### config.mk
export PLATFORM = sky130hd
export DESIGN_NAME = dsm_bitstream_gen_flat
export DESIGN_NICKNAME = d
export VERILOG_FILES = /design/src/rtl/dsm_bitstream_gen_if.sv /design/src/rtl/dsm_bitstream_gen.sv /design/src/flat_wrapper.sv
export SDC_FILE = /design/constraint.sdc
export NUM_CORES = 1
export LEC_CHECK = 0
export CORE_UTILIZATION = 40
export DETAILED_ROUTE_END_ITERATION = 8
export PLACE_DENSITY = 0.6
export SLEW_MARGIN = 20
export SYNTH_ARGS = -nofsm -noshare
export SYNTH_HDL_FRONTEND = slang
export SYNTH_SLANG_ARGS = --single-unit
### constraint.sdc
create_clock -name clk -period 2.7 [get_ports clk]
set_input_delay 0.27 -clock clk [delete_from_list [all_inputs] [get_ports clk]]
set_output_delay 0.27 -clock clk [all_outputs]
set_load 0.01 [all_outputs]
### src/rtl/dsm_bitstream_gen_if.sv
// Sample handshake between the source and the delta-sigma modulator.
// The source drives in_data/in_valid; the modulator answers with in_ready.
`timescale 1ns/1ps
interface dsm_bitstream_gen_if #(
   parameter int unsigned IN_W = 8
);
   logic [IN_W-1:0] in_data;
   logic            in_valid;
   logic            in_ready;

   modport master (
      output in_data,
      output in_valid,
      input  in_ready
   );

   modport slave (
      input  in_data,
      input  in_valid,
      output in_ready
   );
endinterface

### src/rtl/dsm_bitstream_gen.sv
// First-order delta-sigma modulator: each unsigned sample is held for OSR clocks and
// turned into a 1-bit stream whose ones density is sample / 2^IN_W.
`timescale 1ns/1ps
module dsm_bitstream_gen #(
   parameter int unsigned IN_W = 8,
   parameter int unsigned OSR  = 16
) (
   input  logic              clk,
   input  logic              rst_n,
   input  logic              run_en,
   dsm_bitstream_gen_if.slave in_if,
   output logic              bit_out,
   output logic              period_start,
   output logic              underrun
);

   localparam int unsigned     PH_W    = (OSR > 2) ? $clog2(OSR) : 1;
   localparam logic [PH_W-1:0] PH_LAST = PH_W'(OSR - 1);

   typedef enum logic {
      S_IDLE = 1'b0,
      S_RUN  = 1'b1
   } state_e;

   state_e          state_q, state_d;
   logic [IN_W-1:0] acc_q, acc_d;
   logic [IN_W-1:0] cur_q, cur_d;
   logic [IN_W-1:0] nxt_q, nxt_d;
   logic [PH_W-1:0] phase_q, phase_d;
   logic            nxt_full_q, nxt_full_d;
   logic            bit_q, bit_d;
   logic            pstart_q, pstart_d;
   logic            underrun_q, underrun_d;
   logic [IN_W:0]   sum;
   logic            accept;

   // Slot-free flag alone gates the source, so a load and an accept never collide.
   assign in_if.in_ready = ~nxt_full_q;
   assign accept         = in_if.in_valid & ~nxt_full_q;
   assign sum            = {1'b0, acc_q} + {1'b0, cur_q};

   assign bit_out      = bit_q;
   assign period_start = pstart_q;
   assign underrun     = underrun_q;

   // Next-state and output decode.
   always_comb begin
      state_d    = state_q;
      acc_d      = acc_q;
      cur_d      = cur_q;
      nxt_d      = nxt_q;
      phase_d    = phase_q;
      nxt_full_d = nxt_full_q;
      bit_d      = 1'b0;
      pstart_d   = 1'b0;
      underrun_d = 1'b0;

      if (accept) begin
         nxt_d      = in_if.in_data;
         nxt_full_d = 1'b1;
      end

      case (state_q)
         S_IDLE: begin
            acc_d   = '0;
            phase_d = '0;
            if (run_en && nxt_full_q) begin
               cur_d      = nxt_q;
               nxt_full_d = 1'b0;
               state_d    = S_RUN;
            end
         end
         S_RUN: begin
            if (!run_en) begin
               state_d = S_IDLE;
               acc_d   = '0;
               phase_d = '0;
               cur_d   = '0;
            end else begin
               // Carry out of the accumulator is the output bit; residue carries across samples.
               bit_d    = sum[IN_W];
               acc_d    = sum[IN_W-1:0];
               pstart_d = (phase_q == '0);
               if (phase_q == PH_LAST) begin
                  phase_d = '0;
                  if (nxt_full_q) begin
                     cur_d      = nxt_q;
                     nxt_full_d = 1'b0;
                  end else begin
                     underrun_d = 1'b1;
                  end
               end else begin
                  phase_d = phase_q + PH_W'(1);
               end
            end
         end
         default: begin
            state_d = S_IDLE;
         end
      endcase
   end

   // State register.
   always_ff @(posedge clk or negedge rst_n) begin
      if (!rst_n) begin
         state_q    <= S_IDLE;
         acc_q      <= '0;
         cur_q      <= '0;
         nxt_q      <= '0;
         phase_q    <= '0;
         nxt_full_q <= 1'b0;
         bit_q      <= 1'b0;
         pstart_q   <= 1'b0;
         underrun_q <= 1'b0;
      end else begin
         state_q    <= state_d;
         acc_q      <= acc_d;
         cur_q      <= cur_d;
         nxt_q      <= nxt_d;
         phase_q    <= phase_d;
         nxt_full_q <= nxt_full_d;
         bit_q      <= bit_d;
         pstart_q   <= pstart_d;
         underrun_q <= underrun_d;
      end
   end

endmodule
### src/flat_wrapper.sv
// flat-port wrapper written by rule: the top's interface ports become plain ports
module dsm_bitstream_gen_flat 
#(
   parameter int unsigned IN_W = 8,
   parameter int unsigned OSR  = 16
)
  (clk, rst_n, run_en, bit_out, period_start, underrun, in_if_in_data, in_if_in_valid, in_if_in_ready);
  dsm_bitstream_gen_if #(.IN_W(IN_W)) in_if_i ();
  input  logic clk;
  input  logic rst_n;
  input  logic run_en;
  output logic bit_out;
  output logic period_start;
  output logic underrun;
  input wire logic [$bits(in_if_i.in_data)-1:0] in_if_in_data;
  input wire logic [$bits(in_if_i.in_valid)-1:0] in_if_in_valid;
  output wire logic [$bits(in_if_i.in_ready)-1:0] in_if_in_ready;
  assign in_if_i.in_data = in_if_in_data;
  assign in_if_i.in_valid = in_if_in_valid;
  assign in_if_in_ready = in_if_i.in_ready;
  dsm_bitstream_gen #(.IN_W(IN_W), .OSR(OSR)) u_core (.clk(clk), .rst_n(rst_n), .run_en(run_en), .in_if(in_if_i), .bit_out(bit_out), .period_start(period_start), .underrun(underrun));
endmodule
After elaboration in Yosys (flattened, before gate mapping)
Cells that the tools add are included.
{"block": "word_totals", "out_inout_bits": 4, "ff_bits": 33, "wordCells": 48}
{"block": "op_classes", "n_eq_ne": 4, "add_sub_neg": 2, "n_bitwise": 3, "n_mux": 27, "n_reduce_logical": 3}
{"op": "$mux W8", "n": 5}
{"op": "$pmux W8 S2", "n": 2}
{"op": "$mux W1", "n": 15}
{"op": "$add A8 B8 Y9", "n": 1}
{"op": "$mux W4", "n": 2}
{"op": "$pmux W4 S2", "n": 1}
{"op": "$ne A3 B3 Y1 const B", "n": 2}
{"op": "$add A4 B1 Y4 const B", "n": 1}
{"op": "$eq A4 B4 Y1 const B", "n": 1}
{"op": "$logic_not A4 Y1", "n": 1}
{"op": "$pmux W1 S2", "n": 2}
{"op": "$reduce_and A3 Y1", "n": 1}
{"op": "$ne A2 B1 Y1 const B", "n": 1}
{"op": "$not A1 Y1", "n": 2}
{"op": "$and A1 B1 Y1", "n": 1}
{"op": "$logic_and A1 B1 Y1", "n": 1}

Logic depth before layout (Yosys ltp)
Gate-level depths: netlist (run 1).
{"block": "depth", "ltp_word": 7, "depth_mapped": 6, "mapped_depth_nobuf": 6}

Least setup slack after synthesis (run 1)
No wires, ideal clock.
{"block": "synth_timing", "kind": "register -> register", "startpoint": "register u_core.cur_q[0]", "endpoint": "register u_core.bit_q (netlist: u_core.bit_out)", "slack_ns": 0.923, "required_ns": 2.580, "setup_time_ns": 0.120, "arrival_ns": 1.657, "period_less_slack_ns": 1.777, "path_stages_with_launch": 7, "path_cell_list": "dfrtp_1 > ha_1 > fa_1 > a211oi_1 > o21a_1 > o21ai_0 > o211a_1"}
{"block": "synth_via", "elab_chain_cells": 3}
{"item": "start, declared", "line": "dsm_bitstream_gen.sv:27", "text": "logic [IN_W-1:0] cur_q, cur_d;"}
{"item": "start signal, assigned", "line": "dsm_bitstream_gen.sv:118", "text": "cur_q <= cur_d;"}
{"item": "$add A8 B8 Y9", "line": "dsm_bitstream_gen.sv:40", "text": "assign sum = {1'b0, acc_q} + {1'b0, cur_q};"}
{"item": "$mux W1", "line": "dsm_bitstream_gen.sv:74", "text": "if (!run_en) begin"}
{"item": "$mux W1", "line": "dsm_bitstream_gen.sv:63", "text": "case (state_q)"}
{"item": "via u_core.bit_d", "line": "dsm_bitstream_gen.sv:31", "text": "logic bit_q, bit_d;"}
{"item": "end signal, assigned", "line": "dsm_bitstream_gen.sv:122", "text": "bit_q <= bit_d;"}
{"item": "end, declared", "line": "dsm_bitstream_gen.sv:31"}
The timed path passes the listed nets, and every way through them passes these cells.
A chain may end at the register's enable or synchronous reset.

Final worst setup path (run 1)
Ends and elaborated chain as after synthesis.

==> flow_metrics.tcl, run 1 <==
set metrics [dict create \
    rsz0062_at_grt "false" \
    irDropWorstVdd_mv 0.4460 \
    drv_cap 0 \
    yosysWarnings 0 \
    ant_nets 0 \
    critPathCaptureType "flop" \
    row_count 22 \
    total_power_mw 1.324 \
    setup_violations 0 \
    ctsHoldBuffers 0 \
    synth-seq-area-share_pct 52.09 \
    syn-num-nets 168 \
    numPortBuffers 15 \
    start_util_pct 42.35 \
    fin_crit_ns 1.946 \
    cts.sinks 33 \
    drtIter0Drc 45 \
    gp_congestion 0.8300 \
    setup_tns_ns 0 \
    clock.fmax_mhz 513.9 \
    grt_start_max_net_pins 34 \
    fin_ws_ns 0.7540 \
    post_cts_resized 0 \
    via_per_inst 5.178 \
    startpoint_type "flop" \
    grt_pass1_vias 1097 \
    yosys_most_used_dff "dfrtp_1" \
    critPathKind "flop to flop" \
    max-slew-margin-rel_pct 57.81 \
    drt_wl_total_um 2721 \
    synth-seq-cells 33 \
    ys_async_sr_fraction_pct 100.0 \
    hpwlAfterDp_um 2014 \
    hp-class "input port to async pin" \
    synth_edf_count 0 \
    grt-ovfl-total 0 \
    dpl_worst_slack_ns 0.7865 \
    antennaDiodeCount 0 \
    syn-instance-count 145 \
    track_usage_pct 16.25 \
    hold_viol_final 0 \
    tightestPinTransition_ns 0.6316 \
    clockRootBuffer "clkbuf_8" \
    die_h_um 64.96 \
    syn_area_per_cell_um2 10.93 \
    post_cts_buffers 0 \
    netlist_area_um2 1585 \
    critPathRequiredTime_ns 2.87 \
    cts_tree "built" \
    cts.clk_slew.worst_paths_ns 0.07 \
    reg2reg_slack_ns 0.75 \
    powerDensity_nw_per_um2 712.2 \
    ctsHtreeMaxLevel 2 \
    ff2ff_path_depth 6 \
    die_area_um2 4219 \
    antenna_found_initial 0 \
    finClkSkew_ns 0.003924 \
    critPathMaxFanout 3 \
    drive_above_1_share_pct 11.52 \
    die_w_um 64.96 \
    num-nets-final 187 \
    clockBufferDepth 2 \
    run_status "finished clean" \
    coreArea_um2 3744 \
    grt_pass1_wl_um 5064 \
    drv_slew 0 \
    synth_cell_types 36 \
    crit_arrival_ns 2.12 \
    fin_crit_sh_pct 72.07 \
    drt-wirelength-per-cell_um 12.77 \
    cts_buffers 5 \
    p_leak_nw 0.8413 \
    ioPinCount 16 \
    clkLatencyLatePin_ns 0.28 \
    syn_to_final_growth_pct 17.28 \
    dr.pass1.iters 4 \
    route.vias.total 1103 \
    drc 0 \
]
## where the power goes
group | total [mW] | switching [mW] | internal (mW)
combinational | 0.310 | 0.157 | 0.153
clock | 0.356 | 0.174 | 0.182
sequential | 0.658 | 0.0649 | 0.593
## critical path, stage by stage (launching register included)
cell	delay (ns)
dfrtp_1	0.38
ha_1	0.25
fa_1	0.44
a211oi_1	0.36
o21a_1	0.20
o21ai_0	0.09
o211a_1	0.11
## metrics by stage
stage / utilization (%) / cells / hold WS (ns) / cell area [µm²]
global placement: 47.43 / 205 / 0.4598 / 1775
detailed placement: 47.43 / 205 / 0.4747 / 1775
floorplan: - / 145 / -0.02559 / 1585
CTS: 49.67 / 213 / 0.3906 / 1859
global route: 49.67 / 213 / 0.4117 / 1859
finish: 49.67 / 213 / 0.3840 / 1859
## cell usage after synthesis, drive strengths merged, types with 2 or more instances
cell type / number / area (µm²)
mux2: 8 / 90.09
a211oi: 4 / 35.03
nor2b: 2 / 12.51
a21oi: 6 / 41.29
o21a: 3 / 22.52
ha: 10 / 125.1
nor4b: 2 / 23.77
xnor2: 2 / 17.52
dfrtp: 33 / 825.8
and3: 4 / 25.02
nor2: 10 / 37.54
o21ai: 18 / 90.09
nor3: 3 / 15.01
inv: 4 / 15.01
buf: 4 / 27.52
a21o: 2 / 15.01
nand2: 19 / 71.32
## state kept, by name, summed over array words and instances, names as in the netlist
register,count
u_core.acc_q,8
u_core.cur_q,8
u_core.nxt_q,8
u_core.phase_q,4
u_core.bit_out,1
u_core.nxt_full_q,1
u_core.period_start,1
u_core.state_q,1
u_core.underrun,1
## worst paths after layout
path | from | endpoint
min in group clk | u_core.nxt_q[5] | u_core.cur_q[5]
worst max register to register | u_core.cur_q[0] | u_core.bit_out
worst min-delay path | rst_n | u_core.phase_q[2]
worst max-delay path | u_core.cur_q[0] | u_core.bit_out
worst min register to register | u_core.nxt_q[5] | u_core.cur_q[5]
max in group asynchronous | rst_n | u_core.cur_q[5]
## per-layer routing
metal  vias to the layer above  track usage [%]  part of all wire (%)
met4                         0            5.000                   1.1
met3                         2            5.458                   4.5
met5                         -                0                     0
met1                       530            20.68                    46
li1                        546                -                     -
met2                        25            25.91                    48
## cells in the final DEF (no fill, tap or decap), types with 2 or more instances in the layout
cell	n
nor3_1	3
a21o_1	2
and3_1	4
xnor2_1	2
dfrtp_1	33
nand2_1	19
nor2_1	10
o21ai_1	2
clkbuf_1	2
nor2b_1	2
mux2_2	8
clkdlybuf4s50_1	15
a211oi_1	3
inv_1	3
o21ai_0	16
ha_1	10
a21oi_1	5
o21a_1	3
clkbuf_8	5
## area by class of cell
type	instances	area, µm²
inverter	4	15.01
tap	48	60.06
sequential	33	825.8
timing repair buffer	16	157.7
clock inverter	1	7.507
fill	369	1884
multi-input combinational	104	716.9
clock buffer	7	76.32
## logic make-up (layout without fill, tap and decap cells)
kind of cell | after synthesis | count (layout) | synth area share, %
xor gates and xnor gates | 2 | 2 | 1.105
adders and majority gates | 11 | 11 | 9.156
DFF | 33 | 33 | 52.09
muxes | 8 | 8 | 5.683
and+or+nand+nor | 46 | 46 | 14.29
AOI/OAI and AO/OA | 37 | 37 | 15.00
buffers and inverters | 8 | 28 | 2.683
Note: power is estimated with default switching activity, not from simulation.
==> inputs of run 2 (changes only) <==
==> constraint.sdc (replaced) <==
create_clock -name clk -period 1.88 [get_ports clk]
set_input_delay 0.188 -clock clk [delete_from_list [all_inputs] [get_ports clk]]
set_output_delay 0.188 -clock clk [all_outputs]
set_load 0.01 [all_outputs]
==> flow_metrics.tcl, run 2 (synthesis results as in run 1) <==
set metrics [dict create \
    run_status "finished clean" \
    cts.sinks 33 \
    hp-class "input port to async pin" \
    critPathCaptureType "flop" \
    critPathRequiredTime_ns 2.05 \
    die_area_um2 4219 \
    drive_above_1_share_pct 14.97 \
    cp_cell_sequence "ha_1 > fa_2 > a211oi_4 > o21a_1 > o21ai_0 > o211a_1" \
    finClkSkew_ns 0.001659 \
    clkLatencyLatePin_ns 0.28 \
    tightestPinTransition_ns 0.4056 \
    critPathMaxFanout 3 \
    dr.pass1.iters 4 \
    fin_ws_ns 0.09746 \
    p_sw_share_pct 28.51 \
    numPortBuffers 15 \
    combinationalPowerShare_pct 23.1 \
    p_seq_share_pct 47.8 \
    ctsHoldBuffers 0 \
    num-nets-final 189 \
    ctsHtreeMaxLevel 2 \
    final_cell_mix "dfrtp_1 (33), nand2_1 (19), o21ai_0 (16)" \
    placed_area_um2 1790 \
    grt_use_met1_pct 18.81 \
    route.vias.total 1095 \
    grt_use_met3_pct 5.810 \
    p_int_mw 1.410 \
    clockRootBuffer "clkbuf_8" \
    final_area_um2 1907 \
    mostFrequentLayoutCell "dfrtp_1" \
    clockPowerShare_pct 29.0 \
    die_w_um 64.96 \
    drv_cap 0 \
    final_cells 215 \
    antenna_found_initial 0 \
    rsz0062_at_grt "false" \
    dpl_worst_slack_ns -0.02417 \
    fillCellCount 369 \
    gp_congestion 0.7929 \
    max-slew-margin-rel_pct 72.96 \
    cts_tree "built" \
    track_usage_pct 15.14 \
    coreArea_um2 3744 \
    drt_wl_total_um 2726 \
    grt_use_met2_pct 23.44 \
    grt_start_max_net_pins 34 \
    fin_crit_ns 1.783 \
    startpoint_type "flop" \
    path_buf_inv 0 \
    drtIter0Drc 75 \
    slowest_delay_ns 0.39 \
    hold_viol_final 0 \
    cts.clk_slew.worst_paths_ns 0.06 \
    hpwlAfterDp_um 1977 \
    start_util_pct 42.35 \
    drv_slew 0 \
    row_count 22 \
    crit_arrival_ns 1.95 \
    powerDensity_nw_per_um2 1034 \
    grt-ovfl-total 0 \
    p_leak_nw 0.8697 \
    grt_pass1_wl_um 4781 \
    ioPinCount 16 \
    antennaDiodeCount 0 \
    clockBufferDepth 2 \
    top_usage_layer "met2" \
    crit_family "compound AO/OA/AOI/OAI gates" \
    irDropWorstVdd_mv 0.4656 \
    die_h_um 64.96 \
    critPathKind "flop to flop" \
    clock.fmax_mhz 561.0 \
    largestRegisters "u_core.acc_q x8, u_core.cur_q x8, u_core.nxt_q x8" \
    placed_cells 207 \
    crit_slowest_cell "dfrtp_1" \
    drc 0 \
    fin_crit_sh_pct 94.82 \
    via_per_inst 5.093 \
    drt-wirelength-per-cell_um 12.68 \
    setup_tns_ns 0 \
    setup_violations 0 \
    ant_nets 0 \
    grt_pass1_vias 1098 \
    cts_buffers 5 \
    power.switching_mw 0.5624 \
    syn_to_final_growth_pct 20.28 \
]
==> run 2: path summary, 6_finish.rpt <==
check | start | to | slack (ns) | depth (start not counted)
worst max-delay path | u_core.cur_q[0] | u_core.bit_out | 0.1 | 6
worst min-delay path | rst_n | u_core.period_start | 0.30 | 2
worst max register to register | u_core.cur_q[0] | u_core.bit_out | 0.1 | 6
worst min register to register | u_core.nxt_q[2] | u_core.cur_q[2] | 0.48 | 2
max in group asynchronous | rst_n | u_core.acc_q[5] | 1.28 | 2
min in group clk | u_core.nxt_q[2] | u_core.cur_q[2] | 0.48 | 2
==> run 2: through the flow <==
stage	hold WS (ns)	total power [mW]	utilization, %
final	0.3039	1.973	50.94
after global routing	0.3425	2.118	50.94
after CTS	0.3241	1.995	50.67
after detailed placement	0.4629	1.406	47.83
after global placement	0.4613	1.388	47.83
after floorplan	-0.1076	1.268	-
==> run 2: area by class of cell <==
class	instances	area, µm²	share of cell area, %
Clock buffer	7	96.34	5.052
Inverter	4	15.01	0.7874
Multi-Input combinational cell	104	732.0	38.39
Timing Repair Buffer	18	172.7	9.055
Clock inverter	1	5.005	0.2625
Sequential cell	33	825.8	43.31
Tap cell	48	60.06	3.150
==> run 2: power groups by stage <==
| stage | logic (mW) | registers (mW) | clock network [mW] |
|---|---|---|---|
| global placement | 0.436 | 0.953 | 0 |
| floorplan | 0.340 | 0.928 | 0 |
| detailed placement | 0.448 | 0.958 | 0 |
| finish | 0.456 | 0.943 | 0.573 |
| global route | 0.529 | 0.964 | 0.624 |
| CTS | 0.456 | 0.946 | 0.594 |
==> run 2: worst register-to-register path, delay by kind of cell, from the launching register on <==
| kind | cells | cell delay [ns] |
|---|---|---|
| AOI/OAI and AO/OA | 4 | 0.66 |
| DFF | 1 | 0.39 |
| adders and majority gates | 2 | 0.62 |
==> run 2: timing repair <==
action / in CTS / in global routing
setup buffers: 0 / 0
gates resized for setup: 1 / 2
endpoints found under the setup margin: 2 / 2
pin swaps: 0 / 1
==> run 2: metal layers <==
metal | up-vias | part of all wire [%]
li1 | 554 | -
met1 | 519 | 46
met2 | 20 | 49
met3 | 2 | 4.8
met4 | 0 | 0.77
met5 | - | 0
==> inputs of run 3 (changes only) <==
--- a/config.mk
+++ b/config.mk
@@ -7,7 +7,7 @@
 export LEC_CHECK = 0
 export CORE_UTILIZATION = 40
 export DETAILED_ROUTE_END_ITERATION = 8
-export PLACE_DENSITY = 0.6
+export PLACE_DENSITY = 0.63
 export SLEW_MARGIN = 20
 export SYNTH_ARGS = -nofsm -noshare
 export SYNTH_HDL_FRONTEND = slang
==> constraint.sdc (replaced) <==
create_clock -name clk -period 1.55 [get_ports clk]
set_input_delay 0.155 -clock clk [delete_from_list [all_inputs] [get_ports clk]]
set_output_delay 0.155 -clock clk [all_outputs]
set_load 0.01 [all_outputs]
==> flow_metrics.tcl, run 3 (synthesis results as in run 1) <==
set metrics [dict create \
    syn_to_final_growth_pct 29.99 \
    clockBufferDepth 2 \
    dr.pass1.iters 4 \
    combinationalPowerShare_pct 26.9 \
    fillCellCount 345 \
    ctsHtreeMaxLevel 2 \
    die_area_um2 4219 \
    critPathKind "flop to flop" \
    cts_tree "built" \
    critPathRequiredTime_ns 1.72 \
    placed_cells 210 \
    drv_cap 0 \
    via_per_inst 5.207 \
    row_count 22 \
    clockPowerShare_pct 27.6 \
    grt_pass1_wl_um 5195 \
    fin_crit_ns 1.666 \
    clockRootBuffer "clkbuf_8" \
    critPathCaptureType "flop" \
    setup_violations 3 \
    track_usage_pct 16.40 \
    cp-startpoint "u_core.acc_q[0]" \
    tightestPinTransition_ns 0.4052 \
    hold_viol_final 0 \
    finClkSkew_ns 0.005675 \
    fin_util_pct 55.05 \
    num-nets-final 196 \
    cts.sinks 33 \
    antenna_found_initial 0 \
    power.switching_mw 0.7592 \
    cts.clk_slew.worst_paths_ns 0.07 \
    clock.fmax_mhz 600.1 \
    antennaDiodeCount 0 \
    gp_congestion 0.8344 \
    ioPinCount 16 \
    violations "negative setup slack" \
    route.vias.total 1156 \
    max-slew-margin-rel_pct 72.99 \
    crit_slowest_cell "dfrtp_1" \
    coreArea_um2 3744 \
    clkLatencyLatePin_ns 0.28 \
    startpoint_type "flop" \
    die_w_um 64.96 \
    crit_arrival_ns 1.83 \
    drive_above_1_share_pct 24.71 \
    rr_startpoint "u_core.acc_q[0]" \
    drt_wl_total_um 2972 \
    largestRegisters "u_core.acc_q x8, u_core.cur_q x8, u_core.nxt_q x8" \
    run_status "finished with violations" \
    slowest_delay_ns 0.41 \
    fin_ws_ns -0.1163 \
    die_h_um 64.96 \
    numPortBuffers 15 \
    p_int_mw 1.806 \
    rsz0062_at_grt "true" \
    p_leak_nw 0.8978 \
    grt-ovfl-total 0 \
    start_util_pct 42.35 \
    final_cell_mix "dfrtp_1 (31), nand2_1 (19), clkdlybuf4s50_1 (15)" \
    p_sw_share_pct 29.60 \
    mostFrequentLayoutCell "dfrtp_1" \
    drc 0 \
    hpwlAfterDp_um 2113 \
    cp_cell_sequence "ha_4 > fa_2 > a211oi_4 > o21a_1 > o21ai_1 > o211a_1" \
    drv_slew 0 \
    grt_pass1_vias 1245 \
    hp-class "input port to async pin" \
    ant_nets 0 \
    fin_crit_sh_pct 107.5 \
    critPathMaxFanout 3 \
    cts_buffers 5 \
    grt_start_max_net_pins 34 \
    irDropWorstVdd_mv 0.7557 \
    fin_worst_hold_slack_ns 0.2677 \
    p_seq_share_pct 45.6 \
    powerDensity_nw_per_um2 1245 \
    drtIter0Drc 63 \
    drt-wirelength-per-cell_um 13.39 \
    final_cells 222 \
]
==> run 3: cell count changes in the layout (fill, tap and decap cells not counted), moves of 2 or more <==
cell / before / now
buf_4: 3 / 9
ha_1: 10 / 4
ha_4: 0 / 5
o21ai_0: 16 / 13
dfrtp_1: 33 / 31
dfrtp_2: 0 / 2
o21ai_1: 2 / 4
==> run 3: path summary, 6_finish.rpt <==
check | to | slack, ns | depth (start not counted)
setup / recovery | u_core.bit_out | -0.12 | 6
hold / removal | u_core.acc_q[6] | 0.27 | 2
setup reg to reg | u_core.bit_out | -0.12 | 6
hold reg to reg | u_core.cur_q[1] | 0.48 | 2
max in group asynchronous | u_core.cur_q[1] | 0.96 | 2
min in group clk | u_core.nxt_full_q | 0.45 | 3
==> run 3: worst max-delay path: cells and delay by family (launching register included) <==
kind	cells	cell delay (ns)
compound gates	4	0.59
fa+ha+maj	2	0.54
flops	1	0.41
==> run 3: power groups by stage <==
stage	clock, mW	combinational, mW	sequential, mW
3_5_place_dp	0	0.579	1.16
4_1_cts	0.724	0.590	1.15
5_1_grt	0.764	0.777	1.19
2_1_floorplan	0	0.421	1.13
3_3_place_gp	0	0.552	1.16
6_report	0.707	0.689	1.17
==> run 3: repair_timing <==
item | in CTS | in global routing
hold endpoints to repair | 0 | 0
pin swaps | 4 | 3
gates resized for setup | 1 | 14
buffers inserted | 2 | 2
endpoints found under the setup margin | 4 | 6
hold buffers | 0 | 0
==> run 3: through the flow <==
step / instance area [µm²] / setup slack [ns] / TNS (ns) / total power, mW
floorplan: 1605 / -0.06699 / -0.1134 / 1.552
global placement: 1846 / -0.1309 / -0.2569 / 1.710
detailed placement: 1846 / -0.1682 / -0.3396 / 1.743
CTS: 1974 / -0.1032 / -0.2873 / 2.467
global route: 2061 / -0.1660 / -0.4904 / 2.736
finish: 2061 / -0.1163 / -0.2787 / 2.565
==> run 3: area by class of cell <==
| cell class | count | area, µm² | area share, % |
|---|---|---|---|
| clock buffer | 7 | 96.34 | 4.675 |
| clock inverter | 1 | 5.005 | 0.2429 |
| inverter | 4 | 15.01 | 0.7286 |
| multi-input combinational | 104 | 818.3 | 39.71 |
| sequential | 33 | 828.3 | 40.19 |
| tap | 48 | 60.06 | 2.914 |
| timing repair buffer | 25 | 237.7 | 11.54 |
==> run 3: metal layers <==
metal	vias to the layer above	global-route usage (%)	wire, µm
met2	22	27.47	1487
met4	0	6.667	14
li1	570	-	-
met1	562	18.76	1357
met5	-	0	0
met3	2	5.986	112
